`config.mk`:
```
export PLATFORM = sky130hd
export DESIGN_NAME = hx8352_init_sequencer_flat
export DESIGN_NICKNAME = d
export VERILOG_FILES = /design/src/rtl/hx8352_init_sequencer_pkg.sv /design/src/rtl/hx8352_init_sequencer_if.sv /design/src/rtl/hx8352_init_sequencer.sv /design/src/flat_wrapper.sv
export SDC_FILE = /design/constraint.sdc
export NUM_CORES = 1
export LEC_CHECK = 0
export ABC_AREA = 1
export BUFFER_PORTS_ARGS = -buffer_cell sky130_fd_sc_hd__buf_2
export CAP_MARGIN = 30
export CORE_MARGIN = 10
export CORE_UTILIZATION = 49
export DETAILED_ROUTE_END_ITERATION = 6
export HOLD_SLACK_MARGIN = 0.1
export PLACE_DENSITY = 0.75
export SYNTH_ARGS = -nofsm -noshare
export SYNTH_HDL_FRONTEND = slang
export SYNTH_SLANG_ARGS = --single-unit
export TNS_END_PERCENT = 100
```
`constraint.sdc`:
```
create_clock -name clk_1MHz -period 1.94 [get_ports clk_1MHz]
set_clock_uncertainty 0.05 [all_clocks]
set_input_delay 0 -clock clk_1MHz [delete_from_list [all_inputs] [get_ports clk_1MHz]]
set_output_delay 0 -clock clk_1MHz [all_outputs]
set_load 0.05 [all_outputs]
```
`src/rtl/hx8352_init_sequencer_pkg.sv`:
```
// Shared definitions for the HX8352 init sequencer: script opcodes, ROM entry
// layout and controller state encoding.
package hx8352_init_sequencer_pkg;

  typedef enum logic [2:0] {
    OP_CMD      = 3'b000,
    OP_DATA     = 3'b001,
    OP_DELAY_US = 3'b010,
    OP_DELAY_MS = 3'b011,
    OP_SET_RST  = 3'b100,
    OP_END      = 3'b111
  } opcode_e;

  // ROM word layout: [31:29] opcode, [28:16] reserved, [15:0] payload
  typedef struct packed {
    logic [2:0]  opcode;
    logic [12:0] rsvd;
    logic [15:0] payload;
  } entry_t;

  localparam int ENTRY_W   = 32;
  localparam int PAYLOAD_W = 16;

  typedef enum logic [3:0] {
    ST_IDLE     = 4'd0,
    ST_FETCH    = 4'd1,
    ST_DECODE   = 4'd2,
    ST_WRITE    = 4'd3,
    ST_DLY_STEP = 4'd4,
    ST_DLY_LOW  = 4'd5,
    ST_DLY_HIGH = 4'd6,
    ST_DONE     = 4'd7,
    ST_ERROR    = 4'd8
  } state_e;

  function automatic logic is_terminal(input state_e st);
    return (st == ST_IDLE) || (st == ST_DONE) || (st == ST_ERROR);
  endfunction

endpackage

```
`src/rtl/hx8352_init_sequencer_if.sv`:
```
// Sequencer-side bus bundle: init ROM port, LCD bus writer handshake and the
// microsecond delay unit interface.
interface hx8352_init_sequencer_if #(
  parameter int ADDR_W = 8
) ();

  logic [ADDR_W-1:0] rom_addr;
  logic [31:0]       rom_data;
  logic              wr_valid;
  logic              wr_ready;
  logic              wr_is_cmd;
  logic [15:0]       wr_data;
  logic              dly_step;
  logic [15:0]       dly_us;
  logic              dly_done;

  modport master (
    output rom_addr,
    input  rom_data,
    output wr_valid,
    input  wr_ready,
    output wr_is_cmd,
    output wr_data,
    output dly_step,
    output dly_us,
    input  dly_done
  );

  modport slave (
    input  rom_addr,
    output rom_data,
    input  wr_valid,
    output wr_ready,
    input  wr_is_cmd,
    input  wr_data,
    input  dly_step,
    input  dly_us,
    output dly_done
  );

endinterface

```
`src/rtl/hx8352_init_sequencer.sv`:
```
// Script-driven HX8352 power-up sequencer: walks the init ROM, issues bus
// writes, paces delays through the shared delay unit and drives the panel reset.
module hx8352_init_sequencer
  import hx8352_init_sequencer_pkg::*;
#(
  parameter int ADDR_W = 8,
  parameter int MS_US  = 1000
) (
  input  logic clk_1MHz,
  input  logic rst_n,
  input  logic start,
  input  logic abort,
  output logic busy,
  output logic done,
  output logic error,
  output logic lcd_rst_n,
  hx8352_init_sequencer_if.master bus
);

  state_e            state_r;
  state_e            state_s;
  state_e            adv_state_s;
  logic              start_d_r;
  logic              start_rise_s;
  logic              launch_s;
  logic              advance_s;
  logic              last_addr_s;
  entry_t            entry_s;
  logic [12:0]       unused_rsvd;

  logic [ADDR_W-1:0] rom_addr_r,  rom_addr_s;
  logic              busy_r,      busy_s;
  logic              done_r,      done_s;
  logic              error_r,     error_s;
  logic              wr_valid_r,  wr_valid_s;
  logic              wr_is_cmd_r, wr_is_cmd_s;
  logic [15:0]       wr_data_r,   wr_data_s;
  logic              dly_step_r,  dly_step_s;
  logic [15:0]       dly_us_r,    dly_us_s;
  logic              lcd_rst_r,   lcd_rst_s;
  logic [15:0]       ms_cnt_r,    ms_cnt_s;
  logic              is_ms_r,     is_ms_s;

  assign entry_s      = bus.rom_data;
  assign unused_rsvd  = entry_s.rsvd;
  assign start_rise_s = start & ~start_d_r;
  assign last_addr_s  = &rom_addr_r;
  // An advance past the last ROM slot has nowhere to go: the script overran.
  assign adv_state_s  = last_addr_s ? ST_ERROR : ST_FETCH;
  assign launch_s     = start_rise_s && !abort && is_terminal(state_r);
  // FETCH is entered only on launch or on an advance to the next entry.
  assign advance_s    = (state_s == ST_FETCH) && (state_r != ST_FETCH) && !launch_s;

  // State and output registers.
  always_ff @(posedge clk_1MHz or negedge rst_n) begin
    if (!rst_n) begin
      state_r     <= ST_IDLE;
      start_d_r   <= 1'b0;
      rom_addr_r  <= '0;
      busy_r      <= 1'b0;
      done_r      <= 1'b0;
      error_r     <= 1'b0;
      wr_valid_r  <= 1'b0;
      wr_is_cmd_r <= 1'b0;
      wr_data_r   <= 16'd0;
      dly_step_r  <= 1'b0;
      dly_us_r    <= 16'd0;
      lcd_rst_r   <= 1'b0;
      ms_cnt_r    <= 16'd0;
      is_ms_r     <= 1'b0;
    end else begin
      state_r     <= state_s;
      start_d_r   <= start;
      rom_addr_r  <= rom_addr_s;
      busy_r      <= busy_s;
      done_r      <= done_s;
      error_r     <= error_s;
      wr_valid_r  <= wr_valid_s;
      wr_is_cmd_r <= wr_is_cmd_s;
      wr_data_r   <= wr_data_s;
      dly_step_r  <= dly_step_s;
      dly_us_r    <= dly_us_s;
      lcd_rst_r   <= lcd_rst_s;
      ms_cnt_r    <= ms_cnt_s;
      is_ms_r     <= is_ms_s;
    end
  end

  // Next-state selection; abort overrides everything.
  always_comb begin
    state_s = state_r;
    if (abort) begin
      state_s = ST_IDLE;
    end else begin
      case (state_r)
        ST_IDLE, ST_DONE, ST_ERROR: begin
          if (start_rise_s) state_s = ST_FETCH;
          else              state_s = state_r;
        end
        ST_FETCH: state_s = ST_DECODE;
        ST_DECODE: begin
          case (entry_s.opcode)
            OP_CMD, OP_DATA: state_s = ST_WRITE;
            OP_SET_RST:      state_s = adv_state_s;
            OP_DELAY_US, OP_DELAY_MS: begin
              if (entry_s.payload == 16'd0) state_s = adv_state_s;
              else                          state_s = ST_DLY_STEP;
            end
            OP_END:  state_s = ST_DONE;
            default: state_s = ST_ERROR;
          endcase
        end
        ST_WRITE: begin
          if (bus.wr_ready) state_s = adv_state_s;
          else              state_s = ST_WRITE;
        end
        ST_DLY_STEP: state_s = ST_DLY_LOW;
        ST_DLY_LOW: begin
          if (!bus.dly_done) state_s = ST_DLY_HIGH;
          else               state_s = ST_DLY_LOW;
        end
        ST_DLY_HIGH: begin
          if (!bus.dly_done)                        state_s = ST_DLY_HIGH;
          else if (is_ms_r && (ms_cnt_r > 16'd1))   state_s = ST_DLY_STEP;
          else                                      state_s = adv_state_s;
        end
        default: state_s = ST_IDLE;
      endcase
    end
  end

  // Next values of the registered outputs and the delay bookkeeping.
  always_comb begin
    rom_addr_s  = rom_addr_r;
    busy_s      = busy_r;
    done_s      = done_r;
    error_s     = error_r;
    wr_valid_s  = wr_valid_r;
    wr_is_cmd_s = wr_is_cmd_r;
    wr_data_s   = wr_data_r;
    dly_step_s  = dly_step_r;
    dly_us_s    = dly_us_r;
    lcd_rst_s   = lcd_rst_r;
    ms_cnt_s    = ms_cnt_r;
    is_ms_s     = is_ms_r;
    if (abort) begin
      // The delay unit is left to finish on its own; only our side drops.
      wr_valid_s = 1'b0;
      dly_step_s = 1'b0;
      busy_s     = 1'b0;
    end else if (launch_s) begin
      rom_addr_s = '0;
      done_s     = 1'b0;
      error_s    = 1'b0;
      busy_s     = 1'b1;
    end else begin
      if (advance_s) rom_addr_s = rom_addr_r + {{(ADDR_W-1){1'b0}}, 1'b1};
      else           rom_addr_s = rom_addr_r;
      case (state_r)
        ST_DECODE: begin
          case (entry_s.opcode)
            OP_CMD, OP_DATA: begin
              wr_data_s   = entry_s.payload;
              wr_is_cmd_s = (entry_s.opcode == OP_CMD);
              wr_valid_s  = 1'b1;
            end
            OP_SET_RST: lcd_rst_s = entry_s.payload[0];
            OP_DELAY_US: begin
              if (entry_s.payload != 16'd0) begin
                dly_us_s = entry_s.payload;
                is_ms_s  = 1'b0;
              end else begin
                dly_us_s = dly_us_r;
              end
            end
            OP_DELAY_MS: begin
              if (entry_s.payload != 16'd0) begin
                ms_cnt_s = entry_s.payload;
                dly_us_s = 16'(MS_US);
                is_ms_s  = 1'b1;
              end else begin
                ms_cnt_s = ms_cnt_r;
              end
            end
            default: wr_valid_s = 1'b0;
          endcase
        end
        ST_WRITE: begin
          if (bus.wr_ready) wr_valid_s = 1'b0;
          else              wr_valid_s = 1'b1;
        end
        ST_DLY_STEP: dly_step_s = 1'b1;
        ST_DLY_LOW: begin
          if (!bus.dly_done) dly_step_s = 1'b0;
          else               dly_step_s = 1'b1;
        end
        ST_DLY_HIGH: begin
          if (bus.dly_done && is_ms_r && (ms_cnt_r > 16'd1)) ms_cnt_s = ms_cnt_r - 16'd1;
          else                                                ms_cnt_s = ms_cnt_r;
        end
        default: dly_step_s = dly_step_r;
      endcase
      if ((state_s == ST_DONE) && (state_r != ST_DONE)) begin
        busy_s = 1'b0;
        done_s = 1'b1;
      end else if ((state_s == ST_ERROR) && (state_r != ST_ERROR)) begin
        busy_s  = 1'b0;
        error_s = 1'b1;
      end else begin
        busy_s = busy_s;
      end
    end
  end

  assign busy          = busy_r;
  assign done          = done_r;
  assign error         = error_r;
  assign lcd_rst_n     = lcd_rst_r;
  assign bus.rom_addr  = rom_addr_r;
  assign bus.wr_valid  = wr_valid_r;
  assign bus.wr_is_cmd = wr_is_cmd_r;
  assign bus.wr_data   = wr_data_r;
  assign bus.dly_step  = dly_step_r;
  assign bus.dly_us    = dly_us_r;

endmodule

```
`src/flat_wrapper.sv`:
```
// flat-port wrapper written by rule: the top's interface ports become plain ports
module hx8352_init_sequencer_flat import hx8352_init_sequencer_pkg::*;
#(
  parameter int ADDR_W = 8,
  parameter int MS_US  = 1000
)
  (clk_1MHz, rst_n, start, abort, busy, done, error, lcd_rst_n, bus_rom_addr, bus_rom_data, bus_wr_valid, bus_wr_ready, bus_wr_is_cmd, bus_wr_data, bus_dly_step, bus_dly_us, bus_dly_done);
  hx8352_init_sequencer_if #(.ADDR_W(ADDR_W)) bus_i ();
  input  logic clk_1MHz;
  input  logic rst_n;
  input  logic start;
  input  logic abort;
  output logic busy;
  output logic done;
  output logic error;
  output logic lcd_rst_n;
  output wire logic [$bits(bus_i.rom_addr)-1:0] bus_rom_addr;
  input wire logic [$bits(bus_i.rom_data)-1:0] bus_rom_data;
  output wire logic [$bits(bus_i.wr_valid)-1:0] bus_wr_valid;
  input wire logic [$bits(bus_i.wr_ready)-1:0] bus_wr_ready;
  output wire logic [$bits(bus_i.wr_is_cmd)-1:0] bus_wr_is_cmd;
  output wire logic [$bits(bus_i.wr_data)-1:0] bus_wr_data;
  output wire logic [$bits(bus_i.dly_step)-1:0] bus_dly_step;
  output wire logic [$bits(bus_i.dly_us)-1:0] bus_dly_us;
  input wire logic [$bits(bus_i.dly_done)-1:0] bus_dly_done;
  assign bus_rom_addr = bus_i.rom_addr;
  assign bus_i.rom_data = bus_rom_data;
  assign bus_wr_valid = bus_i.wr_valid;
  assign bus_i.wr_ready = bus_wr_ready;
  assign bus_wr_is_cmd = bus_i.wr_is_cmd;
  assign bus_wr_data = bus_i.wr_data;
  assign bus_dly_step = bus_i.dly_step;
  assign bus_dly_us = bus_i.dly_us;
  assign bus_i.dly_done = bus_dly_done;
  hx8352_init_sequencer #(.ADDR_W(ADDR_W), .MS_US(MS_US)) u_core (.clk_1MHz(clk_1MHz), .rst_n(rst_n), .start(start), .abort(abort), .busy(busy), .done(done), .error(error), .lcd_rst_n(lcd_rst_n), .bus(bus_i));
endmodule
```
After elaboration in Yosys (flattened, before gate mapping) --
Index checks and enable logic that the tools add are counted.
Storage, ports and cells: ROM bits 0, flip-flop bits (word level) 69, bits in latches 0, output and inout bits 47, memories kept 0, bits in writable memories 0, word-level logic and storage cells 126, input port bits 38
Cells by class: divide/modulo/power cells 0, shift-type cells 0, bitwise operators 4, magnitude comparators 1, add/subtract/negate cells 2, eq/ne operators 27, reduce and logical (&&, ||, !) cells 39, mux-type cells 39, $mul 0
Operator list (number):
- 16-bit two-way mux | 4
- 16-bit case mux with 2 select lines | 2
- 4-bit two-way mux | 7
- 4-bit case mux with 7 select lines | 1
- 4-bit by 3-bit == test with 1-bit output, second input constant | 5
- 1-bit two-way mux | 17
- 16-bit by 1-bit greater-than comparator with 1-bit output, second input constant | 1
- 16-bit logical NOT | 1
- 8-bit two-way mux | 2
- 4-bit case mux with 4 select lines | 1
- 16-bit nonzero test | 1
- 16-bit by 1-bit subtractor with 16-bit output, second input constant | 1
- 2-bit by 1-bit != test with 1-bit output, second input constant | 6
- 6-bit AND reduction | 2
- 2-bit nonzero test | 5
- 1-bit logical AND | 9
- 8-bit by 1-bit adder with 8-bit output, second input constant | 1
- 4-bit by 1-bit == test with 1-bit output, second input constant | 2
- 4-bit by 2-bit == test with 1-bit output, second input constant | 2
- 4-bit == test, second input constant | 2
- 1-bit case mux with 2 select lines | 4
- 4-bit AND reduction | 2
- 8-bit AND reduction | 1
- 3-bit by 2-bit == test with 1-bit output, second input constant | 2
- 20 further kinds | 31

Longest topological paths before layout --
depth in word-level cells 12, depth in mapped cells 17

Worst setup path after synthesis --
Ideal clock, no wire load.
path kind reg2reg, from reg u_core.rom_addr_r[0], in the netlist u_core.bus.rom_addr[0], to reg u_core.rom_addr_r[5], in the netlist u_core.bus.rom_addr[5], data required time 1.770 ns, slack -0.131 ns, arrival time 1.901 ns, cell stages (with the launch flop) 14, clock period less this slack 2.071 ns, cells stage by stage dfrtp_1 -> ha_1 -> nand2_1 -> nor2_1 -> nand2_1 -> inv_1 -> nor2_1 -> nand3_1 -> nand2_1 -> inv_2 -> a21oi_4 -> nand2_4 -> nand2_1 -> nand2_1
Between the ends: word-level cells in the longest chain between the ends 11, elaborated cells between the ends (all ways) 17, classes of those cells add/sub (1); eq/ne (1); mux (10); reduce/logical (5)
RTL lines:
- start, declared | RTL line hx8352_init_sequencer.sv:31 | logic [ADDR_W-1:0] rom_addr_r, rom_addr_s;
- start signal, assigned | RTL line hx8352_init_sequencer.sv:74 | rom_addr_r <= rom_addr_s;
- 8-bit AND reduction * | RTL line hx8352_init_sequencer.sv:47 | assign last_addr_s = &rom_addr_r;
- 4-bit two-way mux * | RTL line hx8352_init_sequencer.sv:49 | assign adv_state_s = last_addr_s ? ST_ERROR : ST_FETCH;
- 4-bit two-way mux, on equally long branches | RTL line hx8352_init_sequencer.sv:106, hx8352_init_sequencer.sv:124
- 4-bit case mux with 4 select lines or 4-bit two-way mux (tied branches) | RTL line hx8352_init_sequencer.sv:102, hx8352_init_sequencer.sv:123
- 4-bit case mux with 7 select lines * | RTL line hx8352_init_sequencer.sv:95 | case (state_r)
- 4-bit two-way mux * | RTL line hx8352_init_sequencer.sv:92 | if (abort) begin
- named net u_core.state_s[0] | RTL line hx8352_init_sequencer.sv:21 | state_e state_s;
- 4-bit by 1-bit == test with 1-bit output * | RTL line hx8352_init_sequencer.sv:52 | assign advance_s = (state_s == ST_FETCH) && (state_r != ST_FETCH) && !launch_s;
- 1-bit logical AND * (2 in a row) | RTL line hx8352_init_sequencer.sv:52
- 2-bit nonzero test (no source line) *
- 2-bit AND reduction (no source line) *
Mark *: on every way through the listed nets, which the timed path passes. The rest lies on a longest branch. The select of a mux whose other input is x is not followed. A chain may end at the register's enable or synchronous reset.

Final worst setup path --
from reg u_core.ms_cnt_r[0], to reg u_core.rom_addr_r[1], in the netlist u_core.bus.rom_addr[1]
Between the ends: word-level cells in the longest chain between the ends 11
RTL lines:
- start, declared | RTL line hx8352_init_sequencer.sv:41 | logic [15:0] ms_cnt_r, ms_cnt_s;
- start signal, assigned | RTL line hx8352_init_sequencer.sv:84 | ms_cnt_r <= ms_cnt_s;
- 16-bit by 1-bit greater-than comparator with 1-bit output | RTL line hx8352_init_sequencer.sv:124 | else if (is_ms_r && (ms_cnt_r > 16'd1)) state_s = ST_DLY_STEP;
- 1-bit logical AND | RTL line hx8352_init_sequencer.sv:124
- 4-bit two-way mux | RTL line hx8352_init_sequencer.sv:124
- 4-bit two-way mux | RTL line hx8352_init_sequencer.sv:123 | if (!bus.dly_done) state_s = ST_DLY_HIGH;
- 4-bit case mux with 7 select lines | RTL line hx8352_init_sequencer.sv:95
- 4-bit two-way mux | RTL line hx8352_init_sequencer.sv:92
- named net u_core.state_s[2] | RTL line hx8352_init_sequencer.sv:21
- 4-bit by 1-bit == test with 1-bit output | RTL line hx8352_init_sequencer.sv:52
- 1-bit logical AND (2 in a row) | RTL line hx8352_init_sequencer.sv:52
- 2-bit nonzero test (no source line)
- 2-bit AND reduction (no source line)
The timed path passes the listed nets, and every way through them passes these cells.

==> reports/qor.yml <==
drt:
  dr.pass1.iters: 5
  drtIter0Drc: 226
  wl_per_cell_um: 15.5
  avgViaCountPerCell: 5.17
  route.detailed.drc: 0
  vias: 3741
  ant_nets: 0
  wl_mm: 11.2
floorplanning:
  die_x_um: 108
  die_y_um: 108
  initial_core_util: 0.512
  io_pins: 85
  die_area_um2: 11600
  row_count: 31
  core_area_um2: 7370
final_layout:
  num-nets-final: 659
  area_growth_pct: 32.4
  final_util: 0.678
  layout_common_cells: "nand2_1, buf_2, dfrtp_1, inv_1, nor2_1"
  num-fill-cells: 623
  drive_gt1_frac: 0.281
  final_common_cell: "nand2_1"
  finalInstanceArea_um2: 5000
global_route:
  grt_pass1_wl_mm: 18.1
  antenna_found_initial: 1
  grt-ovfl-total: 0
  grt_start_max_net_pins: 70
  grt_pass1_vias: 3714
  grt_use_total: 0.195
setup_path:
  startpoint_type: "flop"
  critical_path_arrival_ns: 2.17
  r2r-start: "u_core.ms_cnt_r[0]"
  critPathMaxFanout: 8
  required_ns: 2.15
  crit_path_frequent_cell: "nand2_2"
  worst_path_max_delay_cell: "dfrtp_1"
  crit_path_start: "u_core.ms_cnt_r[0]"
  critPathKind: "reg2reg"
  cp_slowest_stage_delay_ns: 0.42
  crit_chain: "inv_2 -> ha_4 -> inv_2 -> nand2_1 -> nand2_1 -> nor2_1 -> nand2_1 -> nand2_2 -> nand2_2 -> nand2_2 -> nand3_4 -> nand2_2 -> inv_2 -> nor2_4 -> nand2_4 -> nand2_2 -> nand2_2"
  endpoint_kind: "flop"
timing:
  fin_crit_ns: 1.96
  worst_pin_slew_ns: 0.374
  relSlewSlack: 0.751
  whs_ns: 0.122
  setup_violations: 5
  max_freq_mhz: 510
  drv_slew: 0
  setup_ws_ns: -0.0190
  hold_viol: 0
  finalCritPeriodShare: 1.01
  rsz0062_at_grt: "true"
place:
  dp_hpwl_mm: 7.66
  place_area_um2: 4340
  pre_cts_ws_ns: -0.00525
  portBuffers: 71
  place.gp.congestion: 0.867
power_and_ir_drop:
  switching_share: 0.424
  power.leakage_nw: 2.61
  internal-power_mw: 3.07
  power_switching_mw: 2.26
  powerDensity_nw_per_um2: 1070
  power_frac_clock: 0.260
  ir_drop_mv: 0.914
  p_comb_frac: 0.373
  power_frac_seq: 0.368
  finalPower_mw: 5.33
clock_network:
  cts-root-buf: "clkbuf_8"
  cts_buffer_depth: 2
  htreeDepth: 3
  cts_num_sinks: 69
  insertion_delay_ns: 0.36
  clk_pin_slew_worst_paths_ns: 0.09
  cts_made_buffers: 9
  cts_tree: "built"
synth:
  avgSynthCellArea_um2: 7.67
  syn_inst: 492
  ys_seq_area_frac: 0.458
  synth_seq_cells: 69
  synth_nets: 533
  yosysTopAreaCellShare: 0.458
  syn_area_um2: 3770
  synth_area_leaders: "dfrtp_1, nand2_1, inv_1"
  synthDistinctLibCells: 37
  synth_area_leader_cell: "dfrtp_1"
  yosysWarnings: 0
flow_run:
  cap_violations: 0
min_path:
  worstHoldPathType: "in2async"
status:
  status: "finished with violations"
  violations: "setup timing"
[power groups by stage]
stage / combinational, mW / clock, mW / sequential [mW]
5_1_grt: 2.13 / 1.47 / 1.99
3_5_place_dp: 1.83 / 0 / 1.98
6_report: 1.99 / 1.38 / 1.96
3_3_place_gp: 1.79 / 0 / 1.96
4_1_cts: 1.90 / 1.41 / 1.95
2_1_floorplan: 0.529 / 0 / 2.72
[sequential cells by signal (all words and copies together) (netlist names)]
register	cells
u_core.bus.dly_us	16
u_core.bus.wr_data	16
u_core.ms_cnt_r	16
u_core.bus.rom_addr	8
u_core.state_r	4
u_core.bus.dly_step	1
u_core.bus.wr_is_cmd	1
u_core.bus.wr_valid	1
u_core.busy	1
u_core.done	1
u_core.error	1
u_core.is_ms_r	1
u_core.lcd_rst_n	1
u_core.start_d_r	1
[metal layers]
metal	wire (µm)	share of wire	up-vias	GRT usage
met5	0	0	-	0
met4	305	0.027	0	0.0821
met3	823	0.073	30	0.0503
met2	5710	0.51	116	0.334
met1	4370	0.39	1775	0.224
li1	-	-	1820	-
[stage by stage]
step	setup TNS [ns]	instances
floorplan	0	492
global placement	0	669
detailed placement	-0.0115	669
CTS	0	712
global route	-1.72	723
finish	-0.0256	723
[cell type report]
cell class | count | area [µm²] | share of cell area
multi-input combinational | 349 | 1820 | 0.365
sequential | 69 | 1730 | 0.346
timing repair buffer | 125 | 847 | 0.170
inverter | 64 | 245 | 0.0491
clock buffer | 9 | 124 | 0.0248
tap | 99 | 124 | 0.0248
clock inverter | 7 | 104 | 0.0208
antenna | 1 | 2.50 | 0.000501
[Yosys cell counts (all sizes together)]
cell type,number
nand2,150
nand4,3
nand3b,2
inv,64
o211ai,4
nor3,7
o22ai,1
nor2,65
xor2,4
o21a,1
xnor2,3
dfrtp,69
nand3,27
a21oi,11
a22oi,3
buf,3
ha,3
o31ai,1
o21ai,53
clkbuf,7
nor3b,1
a2bb2oi,6
a31oi,2
or2,1
o221ai,1
[worst paths after layout]
| path | endpoint | slack, ns | cells past startpoint |
|---|---|---|---|
| min in group clk_1MHz | u_core.start_d_r | 0.24 | 2 |
| worst max-delay path | u_core.bus.rom_addr[1] | -0.02 | 17 |
| worst min-delay path | u_core.ms_cnt_r[14] | 0.12 | 3 |
| max in group asynchronous | u_core.bus.rom_addr[1] | 1.38 | 3 |
| worst max register to register | u_core.bus.rom_addr[1] | -0.02 | 17 |
| worst min register to register | u_core.bus.wr_data[5] | 0.43 | 2 |
[cell families after synthesis]
family          after synthesis  synth area share
compound gates               83             0.136
fa+ha+maj                     3           0.00995
buf+inv                      74            0.0779
xor+xnor                      7            0.0162
flops                        69             0.458
simple gates                256             0.302
[critical path: cells and delay by family, from the launching register on]
family,cells,cell delay [ns]
AND/OR/NAND/NOR,13,1.06
flip-flops,1,0.42
buffers and inverters,3,0.18
adder cells (fa/ha/maj),1,0.14
[timing repair]
| item | 4_1_cts | 5_1_grt |
|---|---|---|
| gates resized for setup | 2 | 26 |
| endpoints found under the setup margin | 8 | 27 |
| hold endpoints to repair | 130 | 0 |
| hold buffers | 25 | 0 |
| pin swaps | 1 | 6 |
| setup buffers | 2 | 10 |
(Power assumes the default switching activity.)
